File: src/rtl/fc_result_streamer.sv
// Captures one vector of accumulated sums, rescales/saturates each to DATA_WIDTH,
// and streams the words one per beat over a valid/ready interface.
module fc_result_streamer #(
   parameter int DATA_WIDTH  = 16,
   parameter int ACC_WIDTH   = 32,
   parameter int NUM_NEURONS = 10,
   parameter int FRAC_SHIFT  = 8,
   parameter int IDX_W       = $clog2(NUM_NEURONS)
) (
   input  logic                               clk,
   input  logic                               rst,
   input  logic                               acc_valid,
   output logic                               acc_ready,
   input  logic [NUM_NEURONS*ACC_WIDTH-1:0]   acc_data,
   output logic                               m_valid,
   input  logic                               m_ready,
   output logic [DATA_WIDTH-1:0]              m_data,
   output logic [IDX_W-1:0]                   m_index,
   output logic                               m_last,
   output logic                               busy,
   output logic [7:0]                         sat_count
);

   typedef enum logic {IDLE, SEND} state_t;

   localparam logic signed [ACC_WIDTH-1:0] MAX_S = ACC_WIDTH'(2**(DATA_WIDTH-1) - 1);
   localparam logic signed [ACC_WIDTH-1:0] MIN_S = -MAX_S - 1;
   localparam logic [DATA_WIDTH-1:0]       MAX_W = {1'b0, {(DATA_WIDTH-1){1'b1}}};
   localparam logic [DATA_WIDTH-1:0]       MIN_W = {1'b1, {(DATA_WIDTH-1){1'b0}}};

   state_t                 r_state, w_nextState;
   logic [ACC_WIDTH-1:0]   r_acc [NUM_NEURONS];
   logic [IDX_W-1:0]       r_idx;
   logic [DATA_WIDTH-1:0]  r_data;
   logic                   r_last;
   logic                   r_sat;
   logic [7:0]             r_satCount;

   logic                   w_capture, w_advance, w_finish;
   logic [IDX_W-1:0]       w_nextIdx;
   logic                   w_nextLast;
   logic [ACC_WIDTH-1:0]   w_loadAcc;
   logic [DATA_WIDTH:0]    w_word;

   // Returns {saturated, word}; the flag travels with the word so it is counted at its handshake
   function automatic logic [DATA_WIDTH:0] rescale(input logic [ACC_WIDTH-1:0] acc);
      logic signed [ACC_WIDTH-1:0] s;
      s = $signed(acc) >>> FRAC_SHIFT;
      if (s > MAX_S)
         rescale = {1'b1, MAX_W};
      else if (s < MIN_S)
         rescale = {1'b1, MIN_W};
      else
         rescale = {1'b0, s[DATA_WIDTH-1:0]};
   endfunction

   assign w_nextIdx  = r_idx + IDX_W'(1);
   assign w_nextLast = (w_nextIdx == IDX_W'(NUM_NEURONS - 1));
   // Word 0 comes straight off the input bus so it is ready the cycle after capture
   assign w_loadAcc  = w_capture ? acc_data[ACC_WIDTH-1:0] : r_acc[w_nextIdx];
   assign w_word     = rescale(w_loadAcc);

   always_ff @(posedge clk) begin
      if (rst)
         r_state <= IDLE;
      else
         r_state <= w_nextState;
   end

   always_comb begin
      w_nextState = r_state;
      w_capture   = 1'b0;
      w_advance   = 1'b0;
      w_finish    = 1'b0;
      case (r_state)
         IDLE: begin
            if (acc_valid) begin
               w_capture   = 1'b1;
               w_nextState = SEND;
            end
         end
         SEND: begin
            if (m_ready) begin
               if (r_last) begin
                  w_finish    = 1'b1;
                  w_nextState = IDLE;
               end else begin
                  w_advance = 1'b1;
               end
            end
         end
         default: w_nextState = IDLE;
      endcase
   end

   always_ff @(posedge clk) begin
      if (rst) begin
         for (int i = 0; i < NUM_NEURONS; i++)
            r_acc[i] <= '0;
         r_idx      <= '0;
         r_data     <= '0;
         r_last     <= 1'b0;
         r_sat      <= 1'b0;
         r_satCount <= '0;
      end else begin
         if (w_capture) begin
            for (int i = 0; i < NUM_NEURONS; i++)
               r_acc[i] <= acc_data[i*ACC_WIDTH +: ACC_WIDTH];
            r_idx  <= '0;
            r_data <= w_word[DATA_WIDTH-1:0];
            r_sat  <= w_word[DATA_WIDTH];
            r_last <= 1'b0;
         end else if (w_advance) begin
            r_idx  <= w_nextIdx;
            r_data <= w_word[DATA_WIDTH-1:0];
            r_sat  <= w_word[DATA_WIDTH];
            r_last <= w_nextLast;
         end else if (w_finish) begin
            r_idx  <= '0;
            r_last <= 1'b0;
            r_sat  <= 1'b0;
         end
         if ((w_advance || w_finish) && r_sat && (r_satCount != 8'hFF))
            r_satCount <= r_satCount + 8'd1;
      end
   end

   assign acc_ready = (r_state == IDLE);
   assign m_valid   = (r_state == SEND);
   assign busy      = (r_state == SEND);
   assign m_data    = r_data;
   assign m_index   = r_idx;
   assign m_last    = r_last;
   assign sat_count = r_satCount;

endmodule

File: config.mk
export PLATFORM = sky130hd
export DESIGN_NAME = fc_result_streamer
export DESIGN_NICKNAME = d
export VERILOG_FILES = /design/src/rtl/fc_result_streamer.sv
export SDC_FILE = /design/constraint.sdc
export NUM_CORES = 1
export LEC_CHECK = 0
export CORE_ASPECT_RATIO = 1.25
export CORE_MARGIN = 2
export CORE_UTILIZATION = 45
export CTS_BUF_LIST = sky130_fd_sc_hd__clkbuf_8
export DETAILED_ROUTE_END_ITERATION = 8
export GPL_TIMING_DRIVEN = 0
export PLACE_DENSITY = 0.79
export SETUP_SLACK_MARGIN = 0.5
export SYNTH_ARGS = -nofsm -noshare
export SYNTH_HDL_FRONTEND = slang
export SYNTH_SLANG_ARGS = --single-unit
export TNS_END_PERCENT = 100
File: constraint.sdc
create_clock -name clk -period 10.4 [get_ports clk]
set_input_delay 2.08 -clock clk [delete_from_list [all_inputs] [get_ports clk]]
set_output_delay 2.08 -clock clk [all_outputs]
set_load 0.02 [all_outputs]
* Word-level counts from Yosys, hierarchy flattened
Memory sizes are Yosys's and may differ from the RTL's. Index checks and enable logic that the tools add are counted.
Word-level totals: word-level logic and storage cells 67, input port bits 324, output and inout port bits 32, register bits 31, memory bits (writable) 320, memories kept 1
Operators by class: equality and inequality tests 2, $add $sub $neg 2, $lt $le $gt $ge 2, mux-type cells 36, bitwise gates (word level) 11, reduce and logical (&&, ||, !) cells 7
Memories:
- r_acc | depth 10, width 32, rd ports 1, clocked after memory_dff 0, write ports 10, RTL line 32 | logic [ACC_WIDTH-1:0] r_acc [NUM_NEURONS];
Operators with widths (count):
- 32-bit 2-to-1 mux | 11
- 17-bit 2-to-1 mux | 2
- 16-bit 2-to-1 mux | 2
- 24-bit by 16-bit > comparator with 1-bit output (second input constant) | 1
- 24-bit by 16-bit less-than comparator with 1-bit output (second input constant) | 1
- 1-bit 2-to-1 mux | 18
- 1-bit OR | 10
- 8-bit by 1-bit adder with 8-bit output (second input constant) | 1
- 4-bit 2-to-1 mux | 2
- 8-bit inequality test (second input constant) | 1
- 4-bit by 1-bit adder with 4-bit output (second input constant) | 1
- 4-bit == test (second input constant) | 1
- 2-bit nonzero test | 2
- 3-bit nonzero test | 1
- 1-bit logical AND | 2
- 1-bit case mux with 2 select lines | 1
- 2-bit OR reduction | 1
- 1-bit logical OR | 1
- 1-bit inverter | 1

* Depth between registers and ports, before layout
depth in word-level cells 8, gate-level depth with buffers 17, depth with buffers taken out 9

* Least setup slack after synthesis
No wires, ideal clock.
path type input -> register, start point in acc_valid, end point reg r_sat, library setup time 0.449 ns, data required time 9.951 ns, setup slack 0.371 ns, path buffers 3, arrival time 9.580 ns, stages on the path 6, cells stage by stage nand2b_1 > buf_2 > buf_2 > nand2b_1 > clkbuf_1 > o211ai_1
On the way: word-level cells in the longest chain between the ends 8, elaborated cells between the ends (all ways) 10, those cells by class order compare (2); mux (7); reduce/logical (1)
Ends and longest elaborated chain:
- start, declared | RTL line 12 | input logic acc_valid,
- 1-bit 2-to-1 mux (*) | RTL line 77 | if (acc_valid) begin
- 1-bit 2-to-1 mux (*) | RTL line 75 | case (r_state)
- 32-bit 2-to-1 mux | RTL line 60 | assign w_loadAcc = w_capture ? acc_data[ACC_WIDTH-1:0] : r_acc[w_nextIdx];
- 24-bit by 16-bit less-than comparator with 1-bit output | RTL line 51 | else if (s < MIN_S)
- 17-bit 2-to-1 mux | RTL line 51
- 17-bit 2-to-1 mux | RTL line 49 | if (s > MAX_S)
- 1-bit 2-to-1 mux | RTL line 113 | end else if (w_advance) begin
- 1-bit 2-to-1 mux | RTL line 106 | if (w_capture) begin
- end signal, assigned | RTL line 111 | r_sat <= w_word[DATA_WIDTH];
- end signal, assigned | RTL line 116 | r_sat <= w_word[DATA_WIDTH];
- end, declared | RTL line 36 | logic r_sat;
Mark *: on every way between the ends. The rest lies on a longest branch, timed or not. A chain may end at the register's enable or synchronous reset.

* Worst setup path in the final report
start point reg r_idx[0] (netlist: m_index[0]), end point reg r_data[7] (netlist: m_data[7])
On the way: word-level cells in the longest chain between the ends 8, elaborated cells between the ends (all ways) 9, those cells by class add/sub (1); order compare (2); mux (5); memory (1)
Ends and longest elaborated chain:
- start, declared | RTL line 33 | logic [IDX_W-1:0] r_idx;
- start signal, assigned | RTL line 114 | r_idx <= w_nextIdx;
- 4-bit by 1-bit adder with 4-bit output (*) | RTL line 57 | assign w_nextIdx = r_idx + IDX_W'(1);
- memory read 10 x 32 bit (*)
- 32-bit 2-to-1 mux (*) | RTL line 60
- 24-bit by 16-bit less-than comparator with 1-bit output | RTL line 51
- 17-bit 2-to-1 mux | RTL line 51
- 17-bit 2-to-1 mux (*) | RTL line 49
- 16-bit 2-to-1 mux | RTL line 113
- 16-bit 2-to-1 mux (*) | RTL line 106
- end signal, assigned | RTL line 110 | r_data <= w_word[DATA_WIDTH-1:0];
- end signal, assigned | RTL line 115 | r_data <= w_word[DATA_WIDTH-1:0];
- end, declared | RTL line 34 | logic [DATA_WIDTH-1:0] r_data;
Mark *: on every way between the ends. The rest lies on a longest branch, timed or not. The select of a mux whose other input is x is not followed.

==> impl_metrics.ini <==
[outcome]
status = complete, no violations

[clock_network]
clockRootBuffer = clkbuf_8
path_clk_slew_ns = 0.07
numClockSinks = 271
hold_buffers = 0
htree_levels = 2
cts_max_path_buffers = 3
cts_buffers = 43
post_cts_resized = 0
tritoncts = yes
postCtsSetupRepairBufs = 0
clk-insertion-delay-late_ns = 0.55

[sta]
period_needed_ns = 5.221
slew_headroom = 0.4180
min_period_over_period = 0.5021
tightest_slew_ns = 0.8730
finalSetupViolCount = 0
setup_tns_ns = 0
max_freq_mhz = 191.5
skew_ns = 0.01501
hold_violations = 0
drv_slew = 0
final.setup.worst_slack_ns = 5.179
rsz0062_at_grt = no

[yosys]
synth_fa_ha_area_frac = 0.002981
synth_cell_types = 42
async_flop_share = 0
synth.avg_cell_area_sq_um = 13.48
ys_ff_latch = 271
synth_compound_area_frac = 0.04204
synthMuxAreaShare = 0.1238
ys.flop_type = edfxtp_1
synth_xor_area_frac = 0.008447
synth_enable_flop_cells = 240
synthSimpleGateAreaFrac = 0.1744
syn_area_sq_um = 12590
ys_seq_area_frac = 0.6217
synth_top_family_by_area = simple AND/OR/NAND/NOR gates
syn_inst = 934
ys.warnings.count = 0
syn-num-nets = 1261

[global_route]
grt_max_degree = 111
grt_pass1_wl_um = 51980
grtUsageTotal = 0.2371
grt_pass1_vias = 9133
grt.overflow.total = 0
antenna_found_initial = 6

[route]
firstDrtPassIters = 5
vias = 8761
drt-initial-drc-count = 589
drcViolationCount = 0
detail_route.wl_per_cell_um = 21.54
antenna_left = 0
viasPerCell = 5.349
wirelength_um = 35280

[layout]
drive_gt1_frac = 0.1131
layout.nets = 1582
area_growth_pct = 31.86
multi_input_area_sq_um = 4428
fin_util = 0.6023
regArea_sq_um = 7828
layout.cells.most_common = clkdlybuf4s50_1
fill_cells = 2184
final_cell_mix = clkdlybuf4s50_1, and2_1, edfxtp_1

[power_and_ir_drop]
swShare = 0.2493
p_int_uw = 1895
irDropWorstVdd_uv = 87.86
clock_power_share = 0.330
combPwrFrac = 0.150
power_density_nw_per_um2 = 152.1
p_seq_frac = 0.520
leakagePower_uw = 0.006092
switchingPower_uw = 629.5

[placed_design]
place_ws_ns = 5.175
place.gp.congestion = 0.8289
dpl.hpwl_um = 26210
io_buffer_count = 274

[floorplan]
start_util = 0.4567
row_count = 68
io_pins = 356
die_h_um = 191.0
core_sq_um = 27570
die_area_sq_um = 29340
die_x_um = 153.6

[job]
cap_violations = 0

[setup_path]
worstPathArrival_ns = 5.65
critPathKind = register to register
start_kind = register
cp.required_ns = 10.83
cp_max_fo = 10
end_kind = register

[min_path]
hold_class = register to register
-- state kept, by name (all words and copies together), names as in the netlist --
signal,flops
r_sat,1
m_index,4
r_acc,240
busy,1
m_last,1
m_data,16
sat_count,8
-- routing by layer --
metal	global-route usage	up-vias	part of all wire
li1	-	4032	-
met3	0.04035	90	0.066
met4	0.1037	0	0.040
met5	0	-	0
met2	0.4239	395	0.52
met1	0.2815	4244	0.38
-- final timing paths --
check        startpoint   endpoint  slack (ns)  depth (start not counted)
max          m_index[0]  m_data[7]        5.18                         17
min               r_sat      r_sat        0.49                          2
max reg2reg  m_index[0]  m_data[7]        5.18                         17
min reg2reg       r_sat      r_sat        0.49                          2
-- power groups by stage --
stage / clock network (uW) / registers, uW / logic (uW)
floorplan: 0 / 1350 / 169
global placement: 0 / 1340 / 366
detailed placement: 0 / 1340 / 378
CTS: 842 / 1310 / 379
global route: 888 / 1320 / 406
finish: 833 / 1310 / 378
-- Yosys cell counts, types with 9 or more instances --
| library cell | n | area share |
|---|---|---|
| and2_1 | 240 | 0.12 |
| edfxtp_1 | 240 | 0.57 |
| nor2_1 | 70 | 0.021 |
| mux4_2 | 48 | 0.086 |
| nand2_1 | 44 | 0.013 |
| clkbuf_1 | 42 | 0.013 |
| mux2i_1 | 32 | 0.025 |
| dfxtp_1 | 31 | 0.049 |
| a31oi_1 | 23 | 0.011 |
| a21oi_1 | 20 | 0.0080 |
| o21ai_0 | 19 | 0.0076 |
| nor3_1 | 15 | 0.0060 |
| mux2_2 | 14 | 0.013 |
| o21ai_1 | 11 | 0.0044 |
| nand3_1 | 10 | 0.0040 |
| buf_2 | 9 | 0.0036 |
-- metrics by stage --
stage                     hold WS (ns)  area, sq um  cells  power, uW
after floorplan                 0.4572        12590    934       1518
after global placement          0.4739        15770   1558       1708
after detailed placement        0.4794        15840   1560       1713
after CTS                       0.4899        16590   1632       2534
after global routing            0.5440        16600   1638       2615
final                           0.4948        16600   1638       2525
-- cell families after synthesis --
family                     count (synthesis)
and+or+nand+nor                          397
DFF                                      271
muxes                                     94
AOI/OAI and AO/OA                         89
buffers and inverters                     70
xor gates and xnor gates                  10
adders and majority gates                  3
-- critical path, cell delays in order (launching register included) --
cell	delay (ns)
dfxtp_1	0.42
buf_6	0.19
buf_6	0.19
buf_4	0.26
buf_4	0.30
buf_4	0.26
buf_2	0.32
inv_1	0.09
ha_1	0.48
buf_1	0.70
mux4_2	0.46
mux2i_1	0.22
nand3_1	0.14
a22oi_1	0.25
nand4_2	0.25
buf_4	0.27
a31oi_1	0.18
o21ai_1	0.09
-- area by class of cell --
class                           instances  area share
Antenna cell                            6   0.0009044
Buffer                                 67     0.02012
Clock buffer                           44     0.03648
Clock inverter                         28    0.008742
Inverter                                3   0.0006783
Multi-Input combinational cell        593      0.2667
Sequential cell                       271      0.4715
Tap cell                              350     0.02638
Timing Repair Buffer                  276      0.1685
(Power assumes the default switching activity.)
